### src/rtl/sar_readout_serializer_if.sv
// rtl/sar_readout_serializer_if.sv - SAR handshake and 3-wire serial link bundle
interface sar_readout_serializer_if #(
    parameter int WIDTH = 10
);
    logic             cnvst;
    logic             eoc;
    logic [WIDTH-1:0] sar;
    logic             ser_clk;
    logic             sdo;
    logic             frame;

    // Readout block side: drives conversion start and the serial pins
    modport master (
        output cnvst, ser_clk, sdo, frame,
        input  eoc, sar
    );

    // SAR logic / pin receiver side
    modport slave (
        input  cnvst, ser_clk, sdo, frame,
        output eoc, sar
    );
endinterface

### src/rtl/sar_readout_serializer.sv
// rtl/sar_readout_serializer.sv - SAR capture and MSB-first serializer; optional macro SAR_READOUT_TIMEOUT_EN
module sar_readout_serializer #(
    parameter int WIDTH       = 10,
    parameter int CONV_PERIOD = 64,
    parameter int TIMEOUT     = 40
) (
    input  logic                        clk,
    input  logic                        rst,
    input  logic                        en,
    sar_readout_serializer_if.master    bus,
    output logic [15:0]                 conv_count,
    output logic                        overrun,
    output logic                        timeout_flag
);

    localparam int PW = $clog2(CONV_PERIOD);
    localparam int HW = $clog2(2 * WIDTH);
    localparam logic [PW-1:0] PER_MAX  = PW'(CONV_PERIOD - 1);
    localparam logic [HW-1:0] HALF_MAX = HW'(2 * WIDTH - 1);

    typedef enum logic [1:0] {
        IDLE,
        CONV,
        SHIFT,
        GAP
    } state_t;

    state_t             state_q, state_d;
    logic [PW-1:0]      per_q, per_d;
    logic [HW-1:0]      half_q, half_d;
    logic [WIDTH-1:0]   shreg_q, shreg_d;
    logic               eoc_q, eoc_d;
    logic               cnvst_q, cnvst_d;
    logic               ser_clk_q, ser_clk_d;
    logic               sdo_q, sdo_d;
    logic               frame_q, frame_d;
    logic [15:0]        count_q, count_d;
    logic               overrun_q, overrun_d;
    logic               eoc_rise;
    logic               per_max;

`ifdef SAR_READOUT_TIMEOUT_EN
    localparam int TW = $clog2(TIMEOUT);
    localparam logic [TW-1:0] DWELL_MAX = TW'(TIMEOUT - 1);
    logic [TW-1:0]      dwell_q, dwell_d;
    logic               tmo_q, tmo_d;
`endif

    // State register and all registered outputs; async reset parks everything idle
    always_ff @(posedge clk or posedge rst) begin
        if (rst) begin
            state_q   <= IDLE;
            per_q     <= '0;
            half_q    <= '0;
            shreg_q   <= '0;
            eoc_q     <= 1'b0;
            cnvst_q   <= 1'b0;
            ser_clk_q <= 1'b0;
            sdo_q     <= 1'b0;
            frame_q   <= 1'b0;
            count_q   <= '0;
            overrun_q <= 1'b0;
`ifdef SAR_READOUT_TIMEOUT_EN
            dwell_q   <= '0;
            tmo_q     <= 1'b0;
`endif
        end else begin
            state_q   <= state_d;
            per_q     <= per_d;
            half_q    <= half_d;
            shreg_q   <= shreg_d;
            eoc_q     <= eoc_d;
            cnvst_q   <= cnvst_d;
            ser_clk_q <= ser_clk_d;
            sdo_q     <= sdo_d;
            frame_q   <= frame_d;
            count_q   <= count_d;
            overrun_q <= overrun_d;
`ifdef SAR_READOUT_TIMEOUT_EN
            dwell_q   <= dwell_d;
            tmo_q     <= tmo_d;
`endif
        end
    end

    // Next-state logic: pacing, eoc edge capture, bit shifting and sticky flags
    always_comb begin
        state_d   = state_q;
        per_d     = per_q;
        half_d    = half_q;
        shreg_d   = shreg_q;
        eoc_d     = bus.eoc;
        cnvst_d   = cnvst_q;
        ser_clk_d = ser_clk_q;
        sdo_d     = sdo_q;
        frame_d   = frame_q;
        count_d   = count_q;
        overrun_d = overrun_q;
`ifdef SAR_READOUT_TIMEOUT_EN
        dwell_d   = dwell_q;
        tmo_d     = tmo_q;
`endif
        // eoc_q tracks eoc in every state, so a level already high on CONV entry is not an edge
        eoc_rise  = bus.eoc & ~eoc_q;
        per_max   = (per_q == PER_MAX);

        // Period counter runs outside IDLE and holds once the period has expired
        if (state_q != IDLE && !per_max) begin
            per_d = per_q + 1'b1;
        end

        case (state_q)
            IDLE: begin
                if (en) begin
                    state_d = CONV;
                    per_d   = '0;
                    cnvst_d = 1'b1;
`ifdef SAR_READOUT_TIMEOUT_EN
                    dwell_d = '0;
`endif
                end
            end

            CONV: begin
                if (per_max) begin
                    overrun_d = 1'b1;
                end
`ifdef SAR_READOUT_TIMEOUT_EN
                dwell_d = dwell_q + 1'b1;
`endif
                if (eoc_rise) begin
                    state_d   = SHIFT;
                    shreg_d   = bus.sar;
                    half_d    = '0;
                    cnvst_d   = 1'b0;
                    frame_d   = 1'b1;
                    ser_clk_d = 1'b0;
                    sdo_d     = bus.sar[WIDTH-1];
                end
`ifdef SAR_READOUT_TIMEOUT_EN
                else if (dwell_q == DWELL_MAX) begin
                    // Abandon this attempt; the period counter keeps the schedule
                    state_d = GAP;
                    cnvst_d = 1'b0;
                    tmo_d   = 1'b1;
                end
`endif
            end

            SHIFT: begin
                if (per_max) begin
                    overrun_d = 1'b1;
                end
                if (half_q == HALF_MAX) begin
                    state_d   = GAP;
                    frame_d   = 1'b0;
                    ser_clk_d = 1'b0;
                    sdo_d     = 1'b0;
                    count_d   = count_q + 16'd1;
                end else begin
                    half_d = half_q + 1'b1;
                    if (!half_q[0]) begin
                        ser_clk_d = 1'b1;
                    end else begin
                        // Falling ser_clk is the only point where sdo moves to the next bit
                        ser_clk_d = 1'b0;
                        shreg_d   = shreg_q << 1;
                        sdo_d     = shreg_q[WIDTH-2];
                    end
                end
            end

            GAP: begin
                if (per_max) begin
                    per_d = '0;
                    if (en) begin
                        state_d = CONV;
                        cnvst_d = 1'b1;
`ifdef SAR_READOUT_TIMEOUT_EN
                        dwell_d = '0;
`endif
                    end else begin
                        state_d = IDLE;
                    end
                end
            end

            default: begin
                state_d = IDLE;
            end
        endcase
    end

    assign bus.cnvst   = cnvst_q;
    assign bus.ser_clk = ser_clk_q;
    assign bus.sdo     = sdo_q;
    assign bus.frame   = frame_q;
    assign conv_count  = count_q;
    assign overrun     = overrun_q;
`ifdef SAR_READOUT_TIMEOUT_EN
    assign timeout_flag = tmo_q;
`else
    assign timeout_flag = 1'b0;
`endif

endmodule

### src/flat_wrapper.sv
// flat-port wrapper written by rule: the top's interface ports become plain ports
module sar_readout_serializer_flat 
#(
    parameter int WIDTH       = 10,
    parameter int CONV_PERIOD = 64,
    parameter int TIMEOUT     = 40
)
  (clk, rst, en, conv_count, overrun, timeout_flag, bus_cnvst, bus_ser_clk, bus_sdo, bus_frame, bus_eoc, bus_sar);
  sar_readout_serializer_if #(.WIDTH(WIDTH)) bus_i ();
  input  logic clk;
  input  logic rst;
  input  logic en;
  output logic [15:0] conv_count;
  output logic overrun;
  output logic timeout_flag;
  output wire logic [$bits(bus_i.cnvst)-1:0] bus_cnvst;
  output wire logic [$bits(bus_i.ser_clk)-1:0] bus_ser_clk;
  output wire logic [$bits(bus_i.sdo)-1:0] bus_sdo;
  output wire logic [$bits(bus_i.frame)-1:0] bus_frame;
  input wire logic [$bits(bus_i.eoc)-1:0] bus_eoc;
  input wire logic [$bits(bus_i.sar)-1:0] bus_sar;
  assign bus_cnvst = bus_i.cnvst;
  assign bus_ser_clk = bus_i.ser_clk;
  assign bus_sdo = bus_i.sdo;
  assign bus_frame = bus_i.frame;
  assign bus_i.eoc = bus_eoc;
  assign bus_i.sar = bus_sar;
  sar_readout_serializer #(.WIDTH(WIDTH), .CONV_PERIOD(CONV_PERIOD), .TIMEOUT(TIMEOUT)) u_core (.clk(clk), .rst(rst), .en(en), .bus(bus_i), .conv_count(conv_count), .overrun(overrun), .timeout_flag(timeout_flag));
endmodule
### config.mk
export PLATFORM = sky130hd
export DESIGN_NAME = sar_readout_serializer_flat
export DESIGN_NICKNAME = d
export VERILOG_FILES = /design/src/rtl/sar_readout_serializer_if.sv /design/src/rtl/sar_readout_serializer.sv /design/src/flat_wrapper.sv
export SDC_FILE = /design/constraint.sdc
export NUM_CORES = 1
export LEC_CHECK = 0
export CORE_UTILIZATION = 48
export CTS_CLUSTER_SIZE = 40
export DETAILED_ROUTE_END_ITERATION = 16
export GPL_ROUTABILITY_DRIVEN = 0
export PLACE_DENSITY_LB_ADDON = 0.3
export SYNTH_ARGS = -nofsm -noshare
export SYNTH_HDL_FRONTEND = slang
export SYNTH_SLANG_ARGS = --single-unit
### constraint.sdc
create_clock -name clk -period 2.05 [get_ports clk]
set_input_delay 0.41 -clock clk [delete_from_list [all_inputs] [get_ports clk]]
set_output_delay 0.41 -clock clk [all_outputs]
set_load 0.01 [all_outputs]
==> flow_metrics.py <==
metrics = {
    "hold_path": {
        "hold_class": "in -> async",
    },
    "setup_path": {
        "cpPeakStageDelay_ns": 0.60,
        "r2r_slack_ns": 0.18,
        "critPathLaunchType": "flop",
        "worstPathMaxFanout": 6,
        "crit_arrival_ns": 2.10,
        "r2r_cells": 5,
        "r2r-start": "u_core.half_q[0]",
        "crit_start": "u_core.half_q[0]",
        "critPathSlowestCell": "or4_4",
        "reg2reg_to": "u_core.conv_count[13]",
        "worst-path-buf-inv": 0,
        "worstPathCellList": "ha_2, nand4bb_1, or4_4, nor3_1, xor2_1",
        "worst_path_dominant_cell_family": "simple AND/OR/NAND/NOR gates",
        "crit_path_end_kind": "flop",
        "setup.worst_path.class": "reg -> reg",
        "required_ns": 2.28,
    },
    "die": {
        "num_io_pins": 36,
        "die_x_um": 71.5,
        "core-area_um2": 4500,
        "initial_core_util": 0.514,
        "die_y_um": 71.5,
        "dieArea_um2": 5110,
        "rows": 24,
    },
    "sta": {
        "worst_clock_skew_ns": 0.00670,
        "rsz0062_at_grt": "false",
        "period_needed_ns": 1.87,
        "final_hold_viol_count": 0,
        "finalCritPeriodShare": 0.913,
        "finalSetupViolCount": 0,
        "max_freq_ghz": 0.534,
        "setup_ws_ns": 0.178,
        "drv_slew": 0,
    },
    "drt": {
        "route.met2.wl_mm": 2.09,
        "wl_met3_um": 155,
        "wire_per_inst_um": 13.6,
        "drc": 0,
        "vias": 1732,
        "routed_wl_mm": 4.30,
        "drtPass1Iterations": 4,
        "ant_nets": 0,
        "drt-vias-per-instance": 5.48,
        "drt_iter0_markers": 61,
        "routed.top_layer": "met4",
        "met1Wirelength_mm": 2.00,
    },
    "synth": {
        "syn_nets": 240,
        "synth_top_cell_area_share": 0.475,
        "ys_async_sr_fraction": 1.00,
        "ys_warn_count": 0,
        "synthTopCellsByCount": "44 x dfrtp_1, 18 x mux2_2, 17 x nor2_1",
        "synth_ff_type": "dfrtp_1",
        "synth.most_common_cell": "dfrtp_1",
        "ys_types": 47,
        "synth-seq-cells": 44,
        "synth_cells": 218,
        "synth.largest_area_cell": "dfrtp_1",
        "ys_seq_area_frac": 0.475,
        "netlist_area_um2": 2320,
        "synthTopCellsByArea": "dfrtp_1 48%, mux2_2 8.8%, ha_1 4.3%",
        "syn_avg_cell_area_um2": 10.6,
        "synth_edf_count": 0,
    },
    "outcome": {
        "status": "completed",
    },
    "clock_tree": {
        "cts_root_buffer": "clkbuf_8",
        "cts.path.max_buffers": 2,
        "clock_sinks": 44,
        "clkLatencyLatePin_ns": 0.29,
        "cts_made_buffers": 5,
        "cts_hold_buf": 0,
        "h-tree-depth": 2,
        "clk_pin_slew_ns": 0.08,
        "cts_tree": "yes",
    },
    "grt": {
        "grt_overflow": 0,
        "grt_pass1_vias": 1568,
        "grt_pass1_wl_mm": 7.32,
        "grtUsageTotal": 0.188,
        "antenna_found_initial": 0,
        "grt_max_degree": 45,
    },
    "pwr": {
        "switching_share": 0.346,
        "power_density_nw_per_um2": 1210,
        "p_sw_mw": 1.21,
        "vdd_ir_drop_max_uv": 821,
        "combPwrFrac": 0.444,
        "leakage_nw": 1.31,
        "finalPower_mw": 3.51,
        "p_int_mw": 2.29,
        "pwr-share-clk": 0.197,
        "p_seq_frac": 0.359,
    },
    "layout": {
        "regArea_um2": 1100,
        "area_growth_pct": 25.3,
        "n_antenna_cell": 0,
        "drive_gt1_frac": 0.178,
        "final_util": 0.644,
        "final_nets": 285,
        "multiInputGateArea_um2": 1140,
        "n_fill_cell": 364,
    },
    "place": {
        "detailedPlace.worstSlack_ns": -0.0118,
        "dpl.hpwl_mm": 3.14,
        "portBuffers": 34,
    },
    "run": {
        "max_cap_viol_count": 0,
    },
}
layer usage:
metal  global-route usage  vias up
met1                0.253      830
met2                0.302       38
li1                     -      858
met3               0.0450        6
met5                    0        -
met4               0.0654        0
state kept, by name, summed over array words and instances, names as in the netlist:
signal	flops
u_core.shreg_q	9
u_core.per_q	6
u_core.half_q	5
u_core.bus.frame	1
u_core.conv_count	16
u_core.bus.sdo	1
u_core.eoc_q	1
u_core.state_q	2
u_core.bus.cnvst	1
u_core.bus.ser_clk	1
u_core.overrun	1
cell type report:
| cell class | instances | share of cell area |
|---|---|---|
| clock inverter | 2 | 0.0134 |
| timing repair buffer | 43 | 0.145 |
| clock buffer | 6 | 0.0284 |
| sequential | 44 | 0.380 |
| inverter | 15 | 0.0194 |
| multi-input combinational | 154 | 0.392 |
| tap | 52 | 0.0224 |
worst reg2reg max path: stages (launching register included):
cell,delay (ns)
dfrtp_2,0.42
ha_2,0.22
nand4bb_1,0.17
or4_4,0.60
nor3_1,0.23
xor2_1,0.16
timing repair:
| item | in CTS | in global routing |
|---|---|---|
| setup buffers | 1 | 0 |
| endpoints found under the setup margin | 1 | 7 |
| gates cloned | 0 | 0 |
| gates resized for setup | 0 | 4 |
| pin swaps | 1 | 1 |
cell usage in the layout, fill, tap and decap left out, drive strengths merged, types with 2 or more instances in the layout:
master         count
nor3b              2
mux2              18
and4               4
clkbuf             6
nand2             13
mux2i              3
xnor2              6
a21oi              8
clkdlybuf4s50     34
nor3               8
ha                 8
and3               2
a21o               2
xor2              10
nand2b             3
clkinv             2
o21ai              8
inv               14
nor2              17
or2                2
nand3             11
a31oi              2
o31ai              3
a32o               2
dfrtp             44
nor2b              2
buf                9
a22o               4
cell families (layout without fill, tap and decap cells):
| logic type | Yosys count | count (layout) | synth area share |
|---|---|---|---|
| compound gates | 37 | 37 | 0.110 |
| buf+inv | 20 | 66 | 0.0378 |
| other cells | 1 | 1 | 0.00162 |
| mux | 21 | 21 | 0.100 |
| xor+xnor | 16 | 16 | 0.0605 |
| fa+ha+maj | 8 | 8 | 0.0432 |
| simple gates | 71 | 71 | 0.171 |
| flops | 44 | 44 | 0.475 |
worst max-delay path by stage:
| stage | endpoint | slack [ns] | cells past startpoint |
|---|---|---|---|
| 2_1_floorplan | u_core.conv_count[15] | 0.11 | 7 |
| 3_3_place_gp | u_core.conv_count[15] | 0.09 | 5 |
| 3_5_place_dp | u_core.conv_count[15] | -0.01 | 5 |
| 4_1_cts | u_core.conv_count[15] | 0.04 | 5 |
| 5_1_grt | u_core.conv_count[13] | 0.03 | 6 |
| 6_report | u_core.conv_count[13] | 0.18 | 5 |
through the flow:
stage               instances  TNS [ns]  hold slack, ns  instance area, µm²
floorplan                 218         0           0.441                2320
global placement          307         0           0.439                2760
detailed placement        307   -0.0118           0.445                2760
CTS                       316         0           0.459                2890
global route              316         0           0.481                2900
finish                    316         0           0.455                2900
power groups by stage:
stage / registers, mW / logic, mW / clock network (mW)
2_1_floorplan: 1.27 / 1.07 / 0
3_3_place_gp: 1.27 / 1.53 / 0
3_5_place_dp: 1.28 / 1.55 / 0
4_1_cts: 1.26 / 1.56 / 0.711
5_1_grt: 1.30 / 1.73 / 0.747
6_report: 1.26 / 1.56 / 0.690
Note: power is estimated with default switching activity, not from simulation.
